## config.mk

```make
export PLATFORM = sky130hd
export DESIGN_NAME = ring_link_arbiter_flat
export DESIGN_NICKNAME = d
export VERILOG_FILES = /design/src/rtl/ring_link_arbiter_if.sv /design/src/rtl/ring_link_arbiter.sv /design/src/flat_wrapper.sv
export SDC_FILE = /design/constraint.sdc
export NUM_CORES = 1
export LEC_CHECK = 0
export ABC_AREA = 1
export ABC_CLOCK_PERIOD_IN_PS = 7940
export CORE_ASPECT_RATIO = 0.75
export CORE_MARGIN = 4
export CORE_UTILIZATION = 46
export DETAILED_ROUTE_END_ITERATION = 10
export PLACE_DENSITY = 0.86
export SYNTH_ARGS = -nofsm -noshare
export SYNTH_HDL_FRONTEND = slang
export SYNTH_SLANG_ARGS = --single-unit
```

## constraint.sdc

```tcl
create_clock -name clk_i -period 7.94 [get_ports clk_i]
set_input_delay 1.191 -clock clk_i [delete_from_list [all_inputs] [get_ports clk_i]]
set_output_delay 1.191 -clock clk_i [all_outputs]
set_load 0.02 [all_outputs]
```

## src/rtl/ring_link_arbiter_if.sv

```systemverilog
// Handshake bundle for one ring_link_arbiter: forward source, local source and outgoing link.
// Signal names are from the arbiter's side; the slave modport is the arbiter, master the environment.
interface ring_link_arbiter_if #(
    parameter int DataWidth = 64
);
    logic [DataWidth-1:0] fwd_data_i;
    logic                 fwd_valid_i;
    logic                 fwd_ready_o;
    logic [DataWidth-1:0] loc_data_i;
    logic                 loc_valid_i;
    logic                 loc_ready_o;
    logic [DataWidth-1:0] link_data_o;
    logic                 link_valid_o;
    logic                 link_ready_i;

    modport slave (
        input  fwd_data_i, fwd_valid_i,
        output fwd_ready_o,
        input  loc_data_i, loc_valid_i,
        output loc_ready_o,
        output link_data_o, link_valid_o,
        input  link_ready_i
    );

    modport master (
        output fwd_data_i, fwd_valid_i,
        input  fwd_ready_o,
        output loc_data_i, loc_valid_i,
        input  loc_ready_o,
        input  link_data_o, link_valid_o,
        output link_ready_i
    );
endinterface

```

## src/rtl/ring_link_arbiter.sv

```systemverilog
// Shares one outgoing ring link between forward and local traffic; forward wins, MaxBurst bounds each tenure.
// Define RING_LINK_ARB_STATS_EN to build the beat and stall counters; otherwise those outputs are tied to 0.
module ring_link_arbiter #(
    parameter int DataWidth = 64,
    parameter int MaxBurst  = 4,
    parameter int FifoDepth = 2
) (
    input  logic               clk_i,
    input  logic               rst_i,
    ring_link_arbiter_if.slave link_if,
    output logic [1:0]         grant_o,
    output logic [31:0]        fwd_beats_o,
    output logic [31:0]        loc_beats_o,
    output logic [31:0]        stall_cycles_o
);
    localparam int PtrW   = (FifoDepth > 1) ? $clog2(FifoDepth) : 1;
    localparam int CntW   = $clog2(FifoDepth + 1);
    localparam int BurstW = $clog2(MaxBurst + 1);

    // Encoding doubles as the grant_o value.
    typedef enum logic [1:0] {
        ST_IDLE = 2'b00,
        ST_FWD  = 2'b01,
        ST_LOC  = 2'b10
    } state_e;

    state_e               state_q, state_d;
    logic [BurstW-1:0]    burst_q, burst_d, burst_inc;
    logic [DataWidth-1:0] mem_q [FifoDepth];
    logic [PtrW-1:0]      wptr_q, rptr_q;
    logic [CntW-1:0]      count_q, count_d;
    logic                 full, empty;
    logic                 fwd_acc, loc_acc, push, pop;
    logic [DataWidth-1:0] push_data;

    function automatic logic [PtrW-1:0] ptr_next(input logic [PtrW-1:0] p);
        return (p == PtrW'(FifoDepth - 1)) ? '0 : p + 1'b1;
    endfunction

    assign full  = (count_q == CntW'(FifoDepth));
    assign empty = (count_q == '0);

    assign link_if.fwd_ready_o  = (state_q == ST_FWD) && !full;
    assign link_if.loc_ready_o  = (state_q == ST_LOC) && !full;
    assign link_if.link_valid_o = !empty;
    assign link_if.link_data_o  = empty ? '0 : mem_q[rptr_q];
    assign grant_o              = state_q;

    assign fwd_acc   = link_if.fwd_valid_i && link_if.fwd_ready_o;
    assign loc_acc   = link_if.loc_valid_i && link_if.loc_ready_o;
    assign push      = fwd_acc || loc_acc;
    assign pop       = !empty && link_if.link_ready_i;
    assign push_data = fwd_acc ? link_if.fwd_data_i : link_if.loc_data_i;

    // NOTE: every signal assigned in a combinational block gets a default first, so no path can infer a latch.
    always_comb begin
        state_d   = state_q;
        burst_inc = burst_q;
        if (push && burst_q != BurstW'(MaxBurst)) begin
            burst_inc = burst_q + 1'b1;
        end
        // The burst limit looks at the count including this cycle's beat, so the switch lands without an extra beat.
        case (state_q)
            ST_IDLE: begin
                if (link_if.fwd_valid_i)      state_d = ST_FWD;
                else if (link_if.loc_valid_i) state_d = ST_LOC;
            end
            ST_FWD: begin
                if (!link_if.fwd_valid_i) begin
                    state_d = link_if.loc_valid_i ? ST_LOC : ST_IDLE;
                end else if (link_if.loc_valid_i && burst_inc == BurstW'(MaxBurst)) begin
                    state_d = ST_LOC;
                end
            end
            ST_LOC: begin
                if (!link_if.loc_valid_i) begin
                    state_d = link_if.fwd_valid_i ? ST_FWD : ST_IDLE;
                end else if (link_if.fwd_valid_i && burst_inc == BurstW'(MaxBurst)) begin
                    state_d = ST_FWD;
                end
            end
            default: state_d = ST_IDLE;
        endcase
        burst_d = (state_d != state_q) ? '0 : burst_inc;
    end

    always_comb begin
        count_d = count_q;
        if (push && !pop)      count_d = count_q + 1'b1;
        else if (!push && pop) count_d = count_q - 1'b1;
    end

    always_ff @(posedge clk_i) begin
        if (rst_i) begin
            state_q <= ST_IDLE;
            burst_q <= '0;
            wptr_q  <= '0;
            rptr_q  <= '0;
            count_q <= '0;
        end else begin
            state_q <= state_d;
            burst_q <= burst_d;
            count_q <= count_d;
            if (push) wptr_q <= ptr_next(wptr_q);
            if (pop)  rptr_q <= ptr_next(rptr_q);
        end
    end

    // NOTE: FIFO storage is deliberately not reset; the head is masked while empty so stale data never escapes.
    always_ff @(posedge clk_i) begin
        if (push) mem_q[wptr_q] <= push_data;
    end

`ifdef RING_LINK_ARB_STATS_EN
    logic [31:0] fwd_beats_q, loc_beats_q, stall_q;

    always_ff @(posedge clk_i) begin
        if (rst_i) begin
            fwd_beats_q <= '0;
            loc_beats_q <= '0;
            stall_q     <= '0;
        end else begin
            if (fwd_acc && fwd_beats_q != '1) fwd_beats_q <= fwd_beats_q + 1'b1;
            if (loc_acc && loc_beats_q != '1) loc_beats_q <= loc_beats_q + 1'b1;
            if (!empty && !link_if.link_ready_i && stall_q != '1) stall_q <= stall_q + 1'b1;
        end
    end

    assign fwd_beats_o    = fwd_beats_q;
    assign loc_beats_o    = loc_beats_q;
    assign stall_cycles_o = stall_q;
`else
    assign fwd_beats_o    = '0;
    assign loc_beats_o    = '0;
    assign stall_cycles_o = '0;
`endif
endmodule

```

## src/flat_wrapper.sv

```systemverilog
// flat-port wrapper written by rule: the top's interface ports become plain ports
module ring_link_arbiter_flat 
#(
    parameter int DataWidth = 64,
    parameter int MaxBurst  = 4,
    parameter int FifoDepth = 2
)
  (clk_i, rst_i, grant_o, fwd_beats_o, loc_beats_o, stall_cycles_o, link_if_fwd_data_i, link_if_fwd_valid_i, link_if_fwd_ready_o, link_if_loc_data_i, link_if_loc_valid_i, link_if_loc_ready_o, link_if_link_data_o, link_if_link_valid_o, link_if_link_ready_i);
  ring_link_arbiter_if #(.DataWidth(DataWidth)) link_if_i ();
  input  logic clk_i;
  input  logic rst_i;
  output logic [1:0] grant_o;
  output logic [31:0] fwd_beats_o;
  output logic [31:0] loc_beats_o;
  output logic [31:0] stall_cycles_o;
  input wire logic [$bits(link_if_i.fwd_data_i)-1:0] link_if_fwd_data_i;
  input wire logic [$bits(link_if_i.fwd_valid_i)-1:0] link_if_fwd_valid_i;
  output wire logic [$bits(link_if_i.fwd_ready_o)-1:0] link_if_fwd_ready_o;
  input wire logic [$bits(link_if_i.loc_data_i)-1:0] link_if_loc_data_i;
  input wire logic [$bits(link_if_i.loc_valid_i)-1:0] link_if_loc_valid_i;
  output wire logic [$bits(link_if_i.loc_ready_o)-1:0] link_if_loc_ready_o;
  output wire logic [$bits(link_if_i.link_data_o)-1:0] link_if_link_data_o;
  output wire logic [$bits(link_if_i.link_valid_o)-1:0] link_if_link_valid_o;
  input wire logic [$bits(link_if_i.link_ready_i)-1:0] link_if_link_ready_i;
  assign link_if_i.fwd_data_i = link_if_fwd_data_i;
  assign link_if_i.fwd_valid_i = link_if_fwd_valid_i;
  assign link_if_fwd_ready_o = link_if_i.fwd_ready_o;
  assign link_if_i.loc_data_i = link_if_loc_data_i;
  assign link_if_i.loc_valid_i = link_if_loc_valid_i;
  assign link_if_loc_ready_o = link_if_i.loc_ready_o;
  assign link_if_link_data_o = link_if_i.link_data_o;
  assign link_if_link_valid_o = link_if_i.link_valid_o;
  assign link_if_i.link_ready_i = link_if_link_ready_i;
  ring_link_arbiter #(.DataWidth(DataWidth), .MaxBurst(MaxBurst), .FifoDepth(FifoDepth)) u_core (.clk_i(clk_i), .rst_i(rst_i), .link_if(link_if_i), .grant_o(grant_o), .fwd_beats_o(fwd_beats_o), .loc_beats_o(loc_beats_o), .stall_cycles_o(stall_cycles_o));
endmodule
```

[Word-level counts from Yosys, hierarchy flattened]
Memory sizes are Yosys's and may differ from the RTL's. A register that Yosys moved wholly into a read port is not among the register bits.
Index checks and enable logic that the tools add are counted.
Storage, ports and cells
  register bits after elaboration: 9
  memory bits (writable): 128
  input bits: 133
  logic and storage cells: 56
  memories kept: 1
Cells by class
  add/subtract/negate cells: 5
  equality and inequality tests: 6
  multiplexer cells: 20
  reductions and logical operators: 19
Memories
  u_core.mem_q: depth 2, bits a word 64, read ports 1, clocked after Yosys merged registers in 1, wr ports 1, RTL line ring_link_arbiter.sv:29  | logic [DataWidth-1:0] mem_q [FifoDepth];
Operators by type and width (count)
  $mux W64: 2
  $mux W2: 9
  $logic_and A1 B1 Y1: 10
  $mux W1: 7
  $pmux W2 S3: 1
  $eq A2 B2 Y1 const B: 2
  $logic_not A1 Y1: 4
  $logic_not A2 Y1: 2
  $add A3 B1 Y3 const B: 1
  $eq A3 B3 Y1 const B: 1
  $mux W3: 1
  $ne A3 B3 Y1 const B: 1
  $add A1 B1 Y1 const B: 2
  $add A2 B1 Y2 const B: 1
  $eq A2 B1 Y1 const B: 1
  $ne A2 B2 Y1: 1
  $reduce_bool A2 Y1: 1
  $reduce_or A2 Y1: 1
  $sub A2 B1 Y2 const B: 1
  $logic_or A1 B1 Y1: 1

[Logic depth before layout (Yosys ltp)]
  depth after elaboration: 14
  mapped depth: 15
  gate-level depth less buffers: 15

[Worst setup path before layout]
No wires, ideal clock.
  path kind: input port to flip-flop
  from: in link_if_fwd_valid_i
  to: mem u_core.mem_q[1][0] (enable)
  setup time: 0.489 ns
  data arrival time: 4.172 ns
  data required time: 7.451 ns
  path slack: 3.280 ns
  cell stages on the path: 4
  path buffers: 0
  path through: nand3_2 nand2_4 inv_1 nor2_1
Between the ends
  cells in the longest elaborated chain, start to end: 4
RTL lines
  from (decl): RTL line flat_wrapper.sv:17  | input wire logic [$bits(link_if_i.fwd_valid_i)-1:0] link_if_fwd_valid_i;
  $logic_and A1 B1 Y1: RTL line ring_link_arbiter.sv:49  | assign fwd_acc = link_if.fwd_valid_i && link_if.fwd_ready_o;
  $logic_or A1 B1 Y1: RTL line ring_link_arbiter.sv:51  | assign push = fwd_acc || loc_acc;
  via u_core.push: RTL line ring_link_arbiter.sv:33  | logic fwd_acc, loc_acc, push, pop;
  $mux W1: RTL line ring_link_arbiter.sv:111  | if (push) mem_q[wptr_q] <= push_data;
  $mux W1 (not written as such): RTL line ring_link_arbiter.sv:111
  to (decl): RTL line ring_link_arbiter.sv:29
The timed path passes the listed nets, and every way through them passes these cells.

[Worst setup path after layout]
  from: in link_if_fwd_valid_i
  to: mem u_core.mem_q[0][59] (enable)
Same word-level chain as after synthesis.

==> impl_metrics.tcl <==
set metrics [dict create \
    multi_input_area_um2 2290 \
    initial_core_util_pct 47.2 \
    setup_viol 0 \
    finalClockSkew_ps 12.3 \
    period_minus_slack_ps 4230 \
    ys_types 29 \
    die_h_um 114 \
    grt_usage_pct 17.5 \
    final_nets 932 \
    seq_area_um2 4050 \
    crit_fanout 65 \
    cts_buffer_depth 2 \
    viasPerCell 4.63 \
    hold_path_depth 2 \
    numCtsBuffers 17 \
    avgRoutedWirePerCell_um 15.2 \
    fillers 1125 \
    tightest_slew_ps 1120 \
    cts_max_level 4 \
    die_x_um 149 \
    cts_hold_buf 0 \
    drt_iter0_drc 231 \
    r2r_cells 7 \
    worstPathRequired_ps 7990 \
    cts.repair.resized 0 \
    antenna_left 0 \
    worst_slack_ps 3710 \
    rsz0062_at_grt "false" \
    timing.final.crit_share_pct 53.2 \
    worstSetupPathType "input port to register" \
    arrival_ps 4280 \
    syn_avg_cell_area_um2 11.4 \
    tritoncts "built" \
    synth_most_common_cell "nand2_1" \
    final-hold-violation-count 0 \
    tns_ps 0 \
    yosysWarningCount 0 \
    power_density_nw_per_um2 280 \
    ys.flop_type "edfxtp_1" \
    ys_seq_area_share_pct 59.1 \
    synthTopCellsByCount "nand2_1, edfxtp_1, buf_4" \
    grt_pass1_vias 4566 \
    yosysTopAreaCell "edfxtp_1" \
    clock-root-buffer "clkbuf_16" \
    io_pins 298 \
    synth.area.top_cells "edfxtp_1, buf_4, mux2_2" \
    pre_cts_ws_ps 3210 \
    grt_pass1_wl_um 22900 \
    total_leakage_power_nw 3.49 \
    reg2reg_setup_slack_ps 4320 \
    routabilityCongestion 0.783 \
    syn_area_um2 6850 \
    overflow 0 \
    max_cap_violations 0 \
    clk_pin_slew_worst_paths_ps 60 \
    synth_top_area_share_pct 56.1 \
    synth_cells 601 \
    slew_viol_final 0 \
    post-dp-hpwl_um 10500 \
    r2r_end "u_core.mem_q[0][59]" \
    grt_max_degree 66 \
    core_um2 14500 \
    worst_slew_margin_rel_pct 25.5 \
    outcome "completed" \
    wl_um 15300 \
    syn_to_final_growth_pct 35.7 \
    drive_gt1_share_pct 15.0 \
    clk-insertion-delay-late_ps 400 \
    post-cts-setup-buffers 0 \
    die_area_um2 16900 \
    num_rows 38 \
    worst_setup_path_start_kind "input port" \
    num_vias 4667 \
    hp-start "u_core.rptr_q" \
    n_antenna_cell 0 \
    antenna_found_initial 0 \
    ir_worst_vdd_uv 146 \
    synth_edf_count 128 \
    clock_sink_count 138 \
    drc 0 \
    min_path_type "register to register" \
    crit_path_end_kind "register" \
    io_buffers 201 \
    timing.rr.start "u_core.grant_o[0]" \
    firstDrtPassIters 4 \
    p_total_w 0.00260 \
    synthArstFlopShare_pct 0 \
    timing.fmax_mhz 237 \
    synth_seq_cells 138 \
    whs_ps 484 \
]
[worst max-delay path, stage by stage]
cell             delay (ps)
clkdlybuf4s50_1         550
nand3_4                 710
nand2_4                 370
inv_1                   150
nor2_4                  760
buf_4                   530
[per-stage QoR]
| step | instance area, µm² | util (%) | cells |
|---|---|---|---|
| CTS | 9290 | 64.1 | 1009 |
| global route | 9290 | 64.1 | 1009 |
| floorplan | 7200 | - | 696 |
| detailed placement | 8690 | 59.9 | 977 |
| finish | 9290 | 64.1 | 1009 |
| global placement | 8690 | 59.9 | 977 |
[state kept, by name (all words and copies together), names as in the netlist, named ones only]
register        flops
u_core.count_q      2
u_core.grant_o      2
u_core.rptr_q       1
u_core.burst_q      3
u_core.mem_q      128
u_core.wptr_q       1
[area by class of cell]
| type | instances | share of cell area (%) |
|---|---|---|
| well taps | 200 | 2.69 |
| inverters | 17 | 0.687 |
| clock inverters | 14 | 1.84 |
| multi-input cells | 417 | 24.7 |
| clock buffers | 18 | 4.62 |
| flip-flops and latches | 138 | 43.5 |
| repair buffers | 205 | 22.0 |
[report_power, final]
| group | leakage (nW) | switching, W | internal [W] |
|---|---|---|---|
| Clock | 0.288 | 0.000291 | 0.000495 |
| Combinational | 1.96 | 0.000555 | 0.000378 |
| Sequential | 1.25 | 0.0000179 | 0.000861 |
| Total | 3.49 | 0.000864 | 0.00173 |
[worst max-delay path by stage]
| stage | startpoint | end | slack (ps) | cells past startpoint |
|---|---|---|---|---|
| after detailed placement | link_if_fwd_valid_i | u_core.mem_q[0][3] | 3210 | 6 |
| final | link_if_fwd_valid_i | u_core.mem_q[0][59] | 3710 | 6 |
| after floorplan | link_if_fwd_valid_i | u_core.mem_q[1][0] | 3280 | 4 |
| after CTS | link_if_fwd_valid_i | u_core.mem_q[0][14] | 3630 | 6 |
| after global placement | link_if_fwd_valid_i | u_core.mem_q[0][3] | 3280 | 6 |
| after global routing | link_if_fwd_valid_i | u_core.mem_q[0][59] | 3390 | 6 |
[cells in the final DEF (no fill, tap or decap), types with 5 or more instances in the layout]
cell | netlist | layout
nand2_2 | 5 | 5
nor2_1 | 13 | 10
conb_1 | 1 | 96
clkdlybuf4s50_1 | 0 | 201
a21oi_1 | 71 | 71
clkbuf_16 | 0 | 17
inv_2 | 5 | 5
nand3_1 | 5 | 5
nand2_1 | 141 | 141
dfxtp_1 | 10 | 9
edfxtp_1 | 128 | 128
inv_1 | 12 | 12
mux2_2 | 64 | 64
[routing by layer]
metal / vias up / GRT usage [%] / share of wire (%)
li1: 2259 / - / -
met1: 2186 / 19.3 / 38
met2: 214 / 31.1 / 51
met3: 8 / 7.19 / 11
met4: 0 / 5.37 / 0.71
met5: - / 0 / 0
[kinds of logic after synthesis]
family                     share of synthesized area, %
AOI/OAI and AO/OA                                  5.70
xor gates and xnor gates                          0.128
adders and majority gates                         0.548
buffers and inverters                              13.1
DFF                                                59.1
muxes                                              10.5
other                                            0.0548
and+or+nand+nor                                    10.9
Note: power is estimated with default switching activity, not from simulation.
